### src/rtl/seg7_pkg.sv
// Shared definitions for the 7-segment scan decoder: segment table,
// special output codes, FSM state type and the anode index helper.
// Optional feature macro used by the decoder top: SEG7_DEC_DP_EN.
package seg7_pkg;

  localparam int SEG_ENTRIES = 17;
  localparam int MAX_DIGITS  = 32;

  localparam logic [4:0] CODE_BLANK   = 5'd16;
  localparam logic [4:0] CODE_INVALID = 5'd31;

  // Active-high segment patterns {a,b,c,d,e,f,g,dp}; index = hex value, 16 = blank.
  localparam logic [7:0] SEG_TABLE [SEG_ENTRIES] = '{
    8'hFC, 8'h60, 8'hDA, 8'hF2, 8'h66, 8'hB6, 8'hBE, 8'hE0,
    8'hFE, 8'hF6, 8'hEE, 8'h3E, 8'h1A, 8'h7A, 8'hDE, 8'h8E,
    8'h00
  };

  typedef enum logic [1:0] {
    IDLE   = 2'd0,
    SETTLE = 2'd1,
    LOCKED = 2'd2
  } state_e;

  // Position of the low bit in an active-low one-hot select (caller pads unused bits with ones).
  function automatic int onehot_low_index(input logic [MAX_DIGITS-1:0] an_n_v);
    int idx = 0;
    for (int i = 0; i < MAX_DIGITS; i++) begin
      if (!an_n_v[i]) idx = i;
    end
    return idx;
  endfunction

endpackage

### src/rtl/seg7_pattern_decode.sv
// Combinational lookup of an active-high {a..g} pattern to a hex code,
// CODE_BLANK for all-off, CODE_INVALID when nothing in the table matches.
module seg7_pattern_decode
  import seg7_pkg::*;
(
  input  logic [6:0] pattern_i,
  output logic [4:0] code_o
);

  // Table search; entries are unique so search order does not matter.
  always_comb begin
    code_o = CODE_INVALID;
    for (int i = 0; i < SEG_ENTRIES; i++) begin
      if (pattern_i == SEG_TABLE[i][7:1]) code_o = 5'(i);
    end
  end

endmodule

### src/rtl/seg7_scan_decoder.sv
// Watches a multiplexed active-low 7-segment bus, waits for each digit to
// settle for STABLE_CYCLES samples, decodes it and hands it out on a
// valid/ready stream with frame tracking and a sticky overrun flag.
// Define SEG7_DEC_DP_EN to add the out_dp port and make dp part of settling.
module seg7_scan_decoder
  import seg7_pkg::*;
#(
  parameter int NUM_DIGITS    = 8,
  parameter int STABLE_CYCLES = 4
) (
  input  logic                          clk,
  input  logic                          rst_n,
  input  logic [7:0]                    seg_n,
  input  logic [NUM_DIGITS-1:0]         an_n,
  input  logic                          out_ready,
  output logic                          out_valid,
  output logic [$clog2(NUM_DIGITS)-1:0] out_idx,
  output logic [4:0]                    out_code,
`ifdef SEG7_DEC_DP_EN
  output logic                          out_dp,
`endif
  output logic                          frame_done,
  output logic                          overrun
);

  localparam int IDX_W = $clog2(NUM_DIGITS);
  localparam int CNT_W = $clog2(STABLE_CYCLES);
  localparam logic [CNT_W-1:0] CNT_MAX = CNT_W'(STABLE_CYCLES - 1);
`ifdef SEG7_DEC_DP_EN
  localparam logic [7:0] KEY_MASK = 8'hFF;
`else
  localparam logic [7:0] KEY_MASK = 8'hFE;  // dp ignored for settling
`endif

  logic [7:0]            s_seg_q, p_seg_q;
  logic [NUM_DIGITS-1:0] s_an_q, p_an_q;
  state_e                state_q, state_d;
  logic [CNT_W-1:0]      stab_cnt_q, stab_cnt_d;
  logic                  captured_q, captured_d;
  logic [NUM_DIGITS-1:0] frame_mask_q, frame_mask_d, mask_set;
  logic                  out_valid_q, out_valid_d;
  logic [IDX_W-1:0]      out_idx_q, out_idx_d;
  logic [4:0]            out_code_q, out_code_d;
  logic                  frame_done_q, frame_done_d;
  logic                  overrun_q, overrun_d;
  logic                  out_dp_q, out_dp_d;

  logic [MAX_DIGITS-1:0] an_pad;
  logic [NUM_DIGITS-1:0] an_low;
  logic [IDX_W-1:0]      sel_idx;
  logic                  sel_valid, same, capture, accept;
  logic [4:0]            dec_code;

  seg7_pattern_decode u_decode (
    .pattern_i (~s_seg_q[7:1]),
    .code_o    (dec_code)
  );

  // Selection validity, selected index and stability against the previous sample.
  always_comb begin
    an_pad                 = '1;
    an_pad[NUM_DIGITS-1:0] = s_an_q;
    sel_idx                = IDX_W'(onehot_low_index(an_pad));
    an_low                 = ~s_an_q;
    sel_valid              = (an_low != '0) && ((an_low & (an_low - 1'b1)) == '0);
    same                   = (s_an_q == p_an_q) && ((s_seg_q & KEY_MASK) == (p_seg_q & KEY_MASK));
  end

  // Settle/lock state machine: counts identical samples, fires one capture per settled digit.
  always_comb begin
    state_d    = state_q;
    stab_cnt_d = stab_cnt_q;
    captured_d = captured_q;
    capture    = 1'b0;
    if (!sel_valid) begin
      state_d    = IDLE;
      stab_cnt_d = '0;
      captured_d = 1'b0;
    end else begin
      if (!same)                      stab_cnt_d = '0;
      else if (stab_cnt_q != CNT_MAX) stab_cnt_d = stab_cnt_q + 1'b1;
      unique case (state_q)
        IDLE:   state_d = SETTLE;
        SETTLE: begin
          if (same && (stab_cnt_q == CNT_MAX) && !captured_q) begin
            capture    = 1'b1;
            captured_d = 1'b1;
            state_d    = LOCKED;
          end
        end
        LOCKED: begin
          if (!same) begin
            captured_d = 1'b0;
            state_d    = SETTLE;
          end
        end
        default: state_d = IDLE;
      endcase
    end
  end

  // Output holding register, frame mask and overrun; a capture only lands if the slot is free.
  always_comb begin
    out_valid_d  = out_valid_q;
    out_idx_d    = out_idx_q;
    out_code_d   = out_code_q;
    out_dp_d     = out_dp_q;
    frame_mask_d = frame_mask_q;
    frame_done_d = 1'b0;
    overrun_d    = overrun_q;
    accept       = capture && (!out_valid_q || out_ready);
    mask_set     = frame_mask_q | (NUM_DIGITS'(1) << sel_idx);
    if (accept) begin
      out_valid_d = 1'b1;
      out_idx_d   = sel_idx;
      out_code_d  = dec_code;
      out_dp_d    = ~s_seg_q[0];
      if (&mask_set) begin
        frame_done_d = 1'b1;
        frame_mask_d = '0;
      end else begin
        frame_mask_d = mask_set;
      end
    end else begin
      if (capture)                  overrun_d   = 1'b1;
      if (out_valid_q && out_ready) out_valid_d = 1'b0;
    end
  end

  // Input sampling stage plus one-cycle-delayed copy for stability comparison.
  always_ff @(posedge clk) begin
    if (!rst_n) begin
      s_seg_q <= '1;
      s_an_q  <= '1;
      p_seg_q <= '1;
      p_an_q  <= '1;
    end else begin
      s_seg_q <= seg_n;
      s_an_q  <= an_n;
      p_seg_q <= s_seg_q;
      p_an_q  <= s_an_q;
    end
  end

  // FSM state, settle counter and captured flag.
  always_ff @(posedge clk) begin
    if (!rst_n) begin
      state_q    <= IDLE;
      stab_cnt_q <= '0;
      captured_q <= 1'b0;
    end else begin
      state_q    <= state_d;
      stab_cnt_q <= stab_cnt_d;
      captured_q <= captured_d;
    end
  end

  // Output stream, frame tracking and sticky overrun registers.
  always_ff @(posedge clk) begin
    if (!rst_n) begin
      out_valid_q  <= 1'b0;
      out_idx_q    <= '0;
      out_code_q   <= '0;
      out_dp_q     <= 1'b0;
      frame_mask_q <= '0;
      frame_done_q <= 1'b0;
      overrun_q    <= 1'b0;
    end else begin
      out_valid_q  <= out_valid_d;
      out_idx_q    <= out_idx_d;
      out_code_q   <= out_code_d;
      out_dp_q     <= out_dp_d;
      frame_mask_q <= frame_mask_d;
      frame_done_q <= frame_done_d;
      overrun_q    <= overrun_d;
    end
  end

  assign out_valid  = out_valid_q;
  assign out_idx    = out_idx_q;
  assign out_code   = out_code_q;
  assign frame_done = frame_done_q;
  assign overrun    = overrun_q;
`ifdef SEG7_DEC_DP_EN
  assign out_dp     = out_dp_q;
`else
  logic unused_dp;
  assign unused_dp  = out_dp_q;
`endif

endmodule

### config.mk
export PLATFORM = sky130hd
export DESIGN_NAME = seg7_scan_decoder
export DESIGN_NICKNAME = d
export VERILOG_FILES = /design/src/rtl/seg7_pkg.sv /design/src/rtl/seg7_pattern_decode.sv /design/src/rtl/seg7_scan_decoder.sv
export SDC_FILE = /design/constraint.sdc
export NUM_CORES = 1
export LEC_CHECK = 0
export CAP_MARGIN = 30
export CELL_PAD_IN_SITES_DETAIL_PLACEMENT = 0
export CELL_PAD_IN_SITES_GLOBAL_PLACEMENT = 2
export CORE_MARGIN = 10
export CORE_UTILIZATION = 37
export DETAILED_ROUTE_END_ITERATION = 10
export PLACE_DENSITY_LB_ADDON = 0.1
export SLEW_MARGIN = 20
export SYNTH_ARGS = -nofsm -noshare
export SYNTH_HDL_FRONTEND = slang
export SYNTH_SLANG_ARGS = --single-unit
### constraint.sdc
create_clock -name clk -period 4.4 [get_ports clk]
set_input_delay 1.1 -clock clk [delete_from_list [all_inputs] [get_ports clk]]
set_output_delay 1.1 -clock clk [all_outputs]
set_load 0.05 [all_outputs]
* Word-level counts from Yosys, hierarchy flattened
Cells that the tools add are included.
** Storage, ports and cells
- Bits in registers :: 56
- Word-level logic and storage cells :: 104
- Output and inout bits :: 11
** Cells by class
- Reductions and logical operators :: 22
- Mux-type cells :: 37
- Shift-type cells :: 1
- Bitwise logic cells :: 5
- Equal/unequal tests :: 24
- $add $sub $neg :: 2
** Operators by type and width (number)
- $mux 5 :: 17
- $eq 7x7->1 const B :: 11
- $eq 7x6->1 const B :: 3
- $mux 3 :: 4
- $mux 1 :: 9
- $and 8x8->8 :: 1
- $eq 8x8->1 :: 1
- $logic_not 8->1 :: 1
- $mux 2 :: 4
- $mux 8 :: 1
- $not 8->8 :: 1
- $or 8x8->8 :: 1
- $reduce_and 2->1 :: 4
- $reduce_and 8->1 :: 1
- $reduce_bool 8->1 :: 1
- $shl 1x3->8 const A :: 1
- $sub 8x1->8 const B :: 1
- $eq 7x4->1 const B :: 1
- $eq 7x5->1 const B :: 1
- $eq 7x7->1 :: 1
- $logic_not 7->1 :: 1
- $not 7->7 :: 1
- $logic_and 1x1->1 :: 6
- $ne 2x2->1 const B :: 3
- 11 further kinds :: 15

* Longest topological paths before layout
- Depth after elaboration :: 19
- Gate-level depth with buffers :: 8

* Modules after synthesis
Synthesis repeated with hierarchy kept, for this count alone.
** Unflattened totals
- Cell total of the unflattened synthesis :: 293
- Area total of the unflattened synthesis :: 2610.0 µm²
** Modules (own cells, without submodules)
- seg7_scan_decoder :: seq. area each 1081.0 µm², instances 1, area each 2230.9 µm², cells an instance 239
- seg7_pattern_decode :: seq. area each 0.0 µm², instances 1, area each 379.1 µm², cells an instance 54

* Least setup slack after synthesis
No wires, ideal clock.
- Kind :: input port to flip-flop
- Start :: in out_ready
- End :: reg frame_mask_q[3]
- Cell stages on the path :: 5
- Path slack :: 2.202 ns
- Library setup time :: 0.079 ns
- Data arrival time :: 2.118 ns
- Cells stage by stage :: nor2b_1 > nor2_2 > nand4b_2 > or4b_1 > a211oi_2
** Between the ends
- Longest elaborated chain between the ends :: 2
** RTL lines
- start, declared :: line seg7_scan_decoder.sv:15 : input logic out_ready,
- $logic_or 1x1->1 :: line seg7_scan_decoder.sv:111 : accept = capture && (!out_valid_q || out_ready);
- $logic_and 1x1->1 :: line seg7_scan_decoder.sv:111
- end signal, assigned :: line seg7_scan_decoder.sv:173 : frame_mask_q <= frame_mask_d;
- end, declared :: line seg7_scan_decoder.sv:40 : logic [NUM_DIGITS-1:0] frame_mask_q, frame_mask_d, mask_set;
No other way between the ends.
A chain may end at the register's enable or synchronous reset.

* Worst setup path after layout
- Start :: reg out_code_q[0], in the netlist out_code[0]
- End :: out out_code[0]
** RTL lines
- start, declared :: line seg7_scan_decoder.sv:43 : logic [4:0] out_code_q, out_code_d;
- start signal, assigned :: line seg7_scan_decoder.sv:171 : out_code_q <= out_code_d;
- end, declared :: line seg7_scan_decoder.sv:18 : output logic [4:0] out_code,
No word-level cell between the ends.

==> key figures <==
Finish
  • Final cell utilization of the core: 44.0%
  • Filler Cell Count: between 700 and 800
  • Cell area after layout: 0.00300 mm^2
  • Net count, final: 328
  • Register area: roughly 0.0011 mm^2
  • Commonest non-fill, non-tap cells in the layout: 54 x dfxtp_1, 28 x nand2b_1, 28 x clkdlybuf4s50_1
  • Diodes inserted: 0
  • Cell Count, Final, Fillers Out: 405
  • Leading cell type in the layout, fill and taps excluded: dfxtp_1
  • Fraction of final layout cells sized beyond drive strength 1: 6.47%
  • Area used by multi-input combinational logic: between 0.001 and 0.0015 mm^2
  • Area growth from synthesis to layout: 15.2%

Floorplan
  • Floorplan die height: just over 100 um
  • Horizontal extent of the die: approximately 100 um
  • Initial Util: a little under two fifths
  • Row count: 30
  • Core region area: a little under 0.007 mm^2
  • IO Pins: 30
  • Die footprint: 0.0108 mm^2

Placement
  • Worst slack at placement: ~1.6 ns
  • Routability-driven placement congestion ratio: roughly 0.79
  • Estimated wirelength of the detail-placed design: just over 4000 um
  • Cell count after placement: 397
  • Cell area after placement: between 0.002 and 0.003 mm^2
  • # port buffers: 28

Critical path
  • Critical path buffers and inverters: 1
  • Crit path max-delay family: buffers and inverters
  • Slowest cell on the critical path: clkdlybuf4s50_1
  • Crit start category: register
  • Data arrival time of the worst path: 1.49 ns
  • Chain of cells forming the critical path: clkdlybuf4s50_1
  • Critical Setup Path Class: reg2out
  • Peak fanout along the critical path: 2
  • Longest individual stage delay on the worst path: 0.82 ns
  • Capturing element type of the critical path: primary output
  • Required @ worst endpoint: roughly 3.3 ns

Route
  • Routed metal-1 wire length: between 3000 and 4000 um
  • Drt pass-1 iters: 4
  • Routed Wire Length: roughly 5600 um
  • Via count of the routed design: 2052
  • Post-DR wirelength/cell: between 10 and 15 um
  • Highest routed layer: met4
  • Routed Antenna Nets: 0
  • Met3 Routed Length: 195 um
  • First-iteration detailed-routing DRC count: ~60
  • Via count normalized by instance count: ~5.1
  • Count of unresolved DRC violations after routing: 0
  • Metal2 WL: around 2400 um

Yosys
  • Top post-synthesis cells by area: dfxtp_1 41%, nand2b_1 6.7%, xnor2_1 4.7%
  • Netlist area before placement: ~0.0026 mm^2
  • Post-synth cell types: 58
  • Number of synthesized register bits: between 50 and 60
  • Syn_area_per_cell: around 8.9 um^2
  • Syn. warnings: 0
  • EDFF count, synth: 0
  • Post-Synthesis Net Count: between 300 and 400
  • Cells after synthesis: 293
  • Share of synthesized flip-flops with an asynchronous set or reset: 0%
  • Most used flip-flop cell after synthesis: dfxtp_1
  • Synth area leader: dfxtp_1
  • Share of the yosys chip area belonging to registers: between 40% and 50%
  • Synth top area share: just over 40%

Clock tree
  • Number of hold buffers added after cts: 0
  • Maximum level of the CTS H-tree: 2
  • Clk buf depth: 2
  • Clock root cell: clkbuf_8
  • Reg clk slew, reported paths: 0.11 ns
  • Insertion delay of the later-clocked pin in the worst-skew pair: around 0.31 ns
  • TritonCTS clock tree: done
  • TritonCTS Buffers: 5
  • Post-CTS repair timing setup buffer count: 0
  • Post_cts resized: 0
  • Total number of clock tree sinks: 54

STA
  • Total count of max-transition violations in the final report: 0
  • Worst slew margin relative to its limit: between 30% and 40%
  • Final cycle utilization of the critical path: between 50% and 60%
  • Hold_ws: around 0.46 ns
  • Final Hold Violating Endpoints: 0
  • Worst clock skew: ~0.0066 ns
  • Final setup TNS: 0 ns
  • Final worst-path setup slack: roughly 1.8 ns
  • Transition time at the pin with the least slew margin: between 0.9 and 1 ns
  • Unrepaired setup endpoints after global routing: no
  • Final setup viols: 0
  • Fmax achieved: a little under 400 MHz
  • Minimum clock period after layout: around 2.6 ns

Global routing
  • Initial antenna violation count: 0
  • First-pass GRT wire length: between 9000 and 10000 um
  • Number of global-route vias before repair: between 1500 and 2000
  • Pin count of the biggest net entering global routing: 35
  • GR Overflow Total: 0
  • GRT Resource Usage Total: between 10% and 20%

Power
  • Power density cells: 308 mW/mm^2
  • PnR Total Power: roughly 930 uW
  • Worst vdd rail ir drop: roughly 0.13 mV
  • Pleak: about 1.0 nW

Worst hold path
  • Hold/Removal Path Class: reg2reg

Outcome
  • Run status: finished clean

Job
  • Maxcap violations: 0
## path summary, 6_finish.rpt
kind                                 from                           end  slack, ns  cells past startpoint
max              out_code[0]$_SDFFE_PN0P_                   out_code[0]       1.81                      1
min          frame_mask_q[1]$_SDFFE_PN0P_  frame_mask_q[1]$_SDFFE_PN0P_       0.46                      2
max reg2reg          s_an_q[5]$_SDFF_PN1_  frame_mask_q[5]$_SDFFE_PN0P_       1.95                      6
min reg2reg  frame_mask_q[1]$_SDFFE_PN0P_  frame_mask_q[1]$_SDFFE_PN0P_       0.46                      2
## cell families after synthesis
family	after synthesis	share of synthesized area, %
and+or+nand+nor	126	30.4
buffers and inverters	32	5.80
xor gates and xnor gates	19	6.38
adders and majority gates	2	0.863
muxes	1	0.384
DFF	54	41.4
AOI/OAI and AO/OA	59	14.7
## flip-flops by register name, indices dropped and copies added (netlist names)
register and flops:
s_an_q 8, out_code 5, state_q 2, frame_mask_q 8, captured_q 1, p_an_q 8, overrun 1, out_valid 1
p_seg_q 7, frame_done 1, s_seg_q 7, stab_cnt_q 2, out_idx 3
## cell usage after synthesis, drive strengths merged (3+ instances only)
library cell	number
and3	4
buf	10
and2	5
nor4	4
nand3	17
clkbuf	11
nand2	12
nor2	11
a211oi	8
xor2	5
o21ai	11
xnor2	14
inv	10
or4	3
or3	4
dfxtp	54
a31oi	4
nor2b	8
nand4	8
and3b	4
nand2b	28
nor3	8
a21oi	17
## final cells by class
cell class | instances | area share, %
Tap cell | 96 | 4.00
Multi-Input combinational cell | 207 | 45.8
Inverter | 11 | 1.37
Timing Repair Buffer | 29 | 9.58
Clock inverter | 3 | 0.958
Sequential cell | 54 | 36.0
Clock buffer | 5 | 2.29
## metal layers
metal  GRT usage, %  up-vias
li1               -     1065
met1           14.4      948
met2           15.0       34
met3           3.16        5
met4           2.98        0
met5              0        -
## where the power goes
part	switching, mW	internal (mW)	total (mW)	leakage [nW]
Clock	0.180	0.119	0.299	0.0506
Sequential	0.0248	0.502	0.527	0.442
Combinational	0.0503	0.0485	0.0989	0.553
Note: power is estimated with default switching activity, not from simulation.
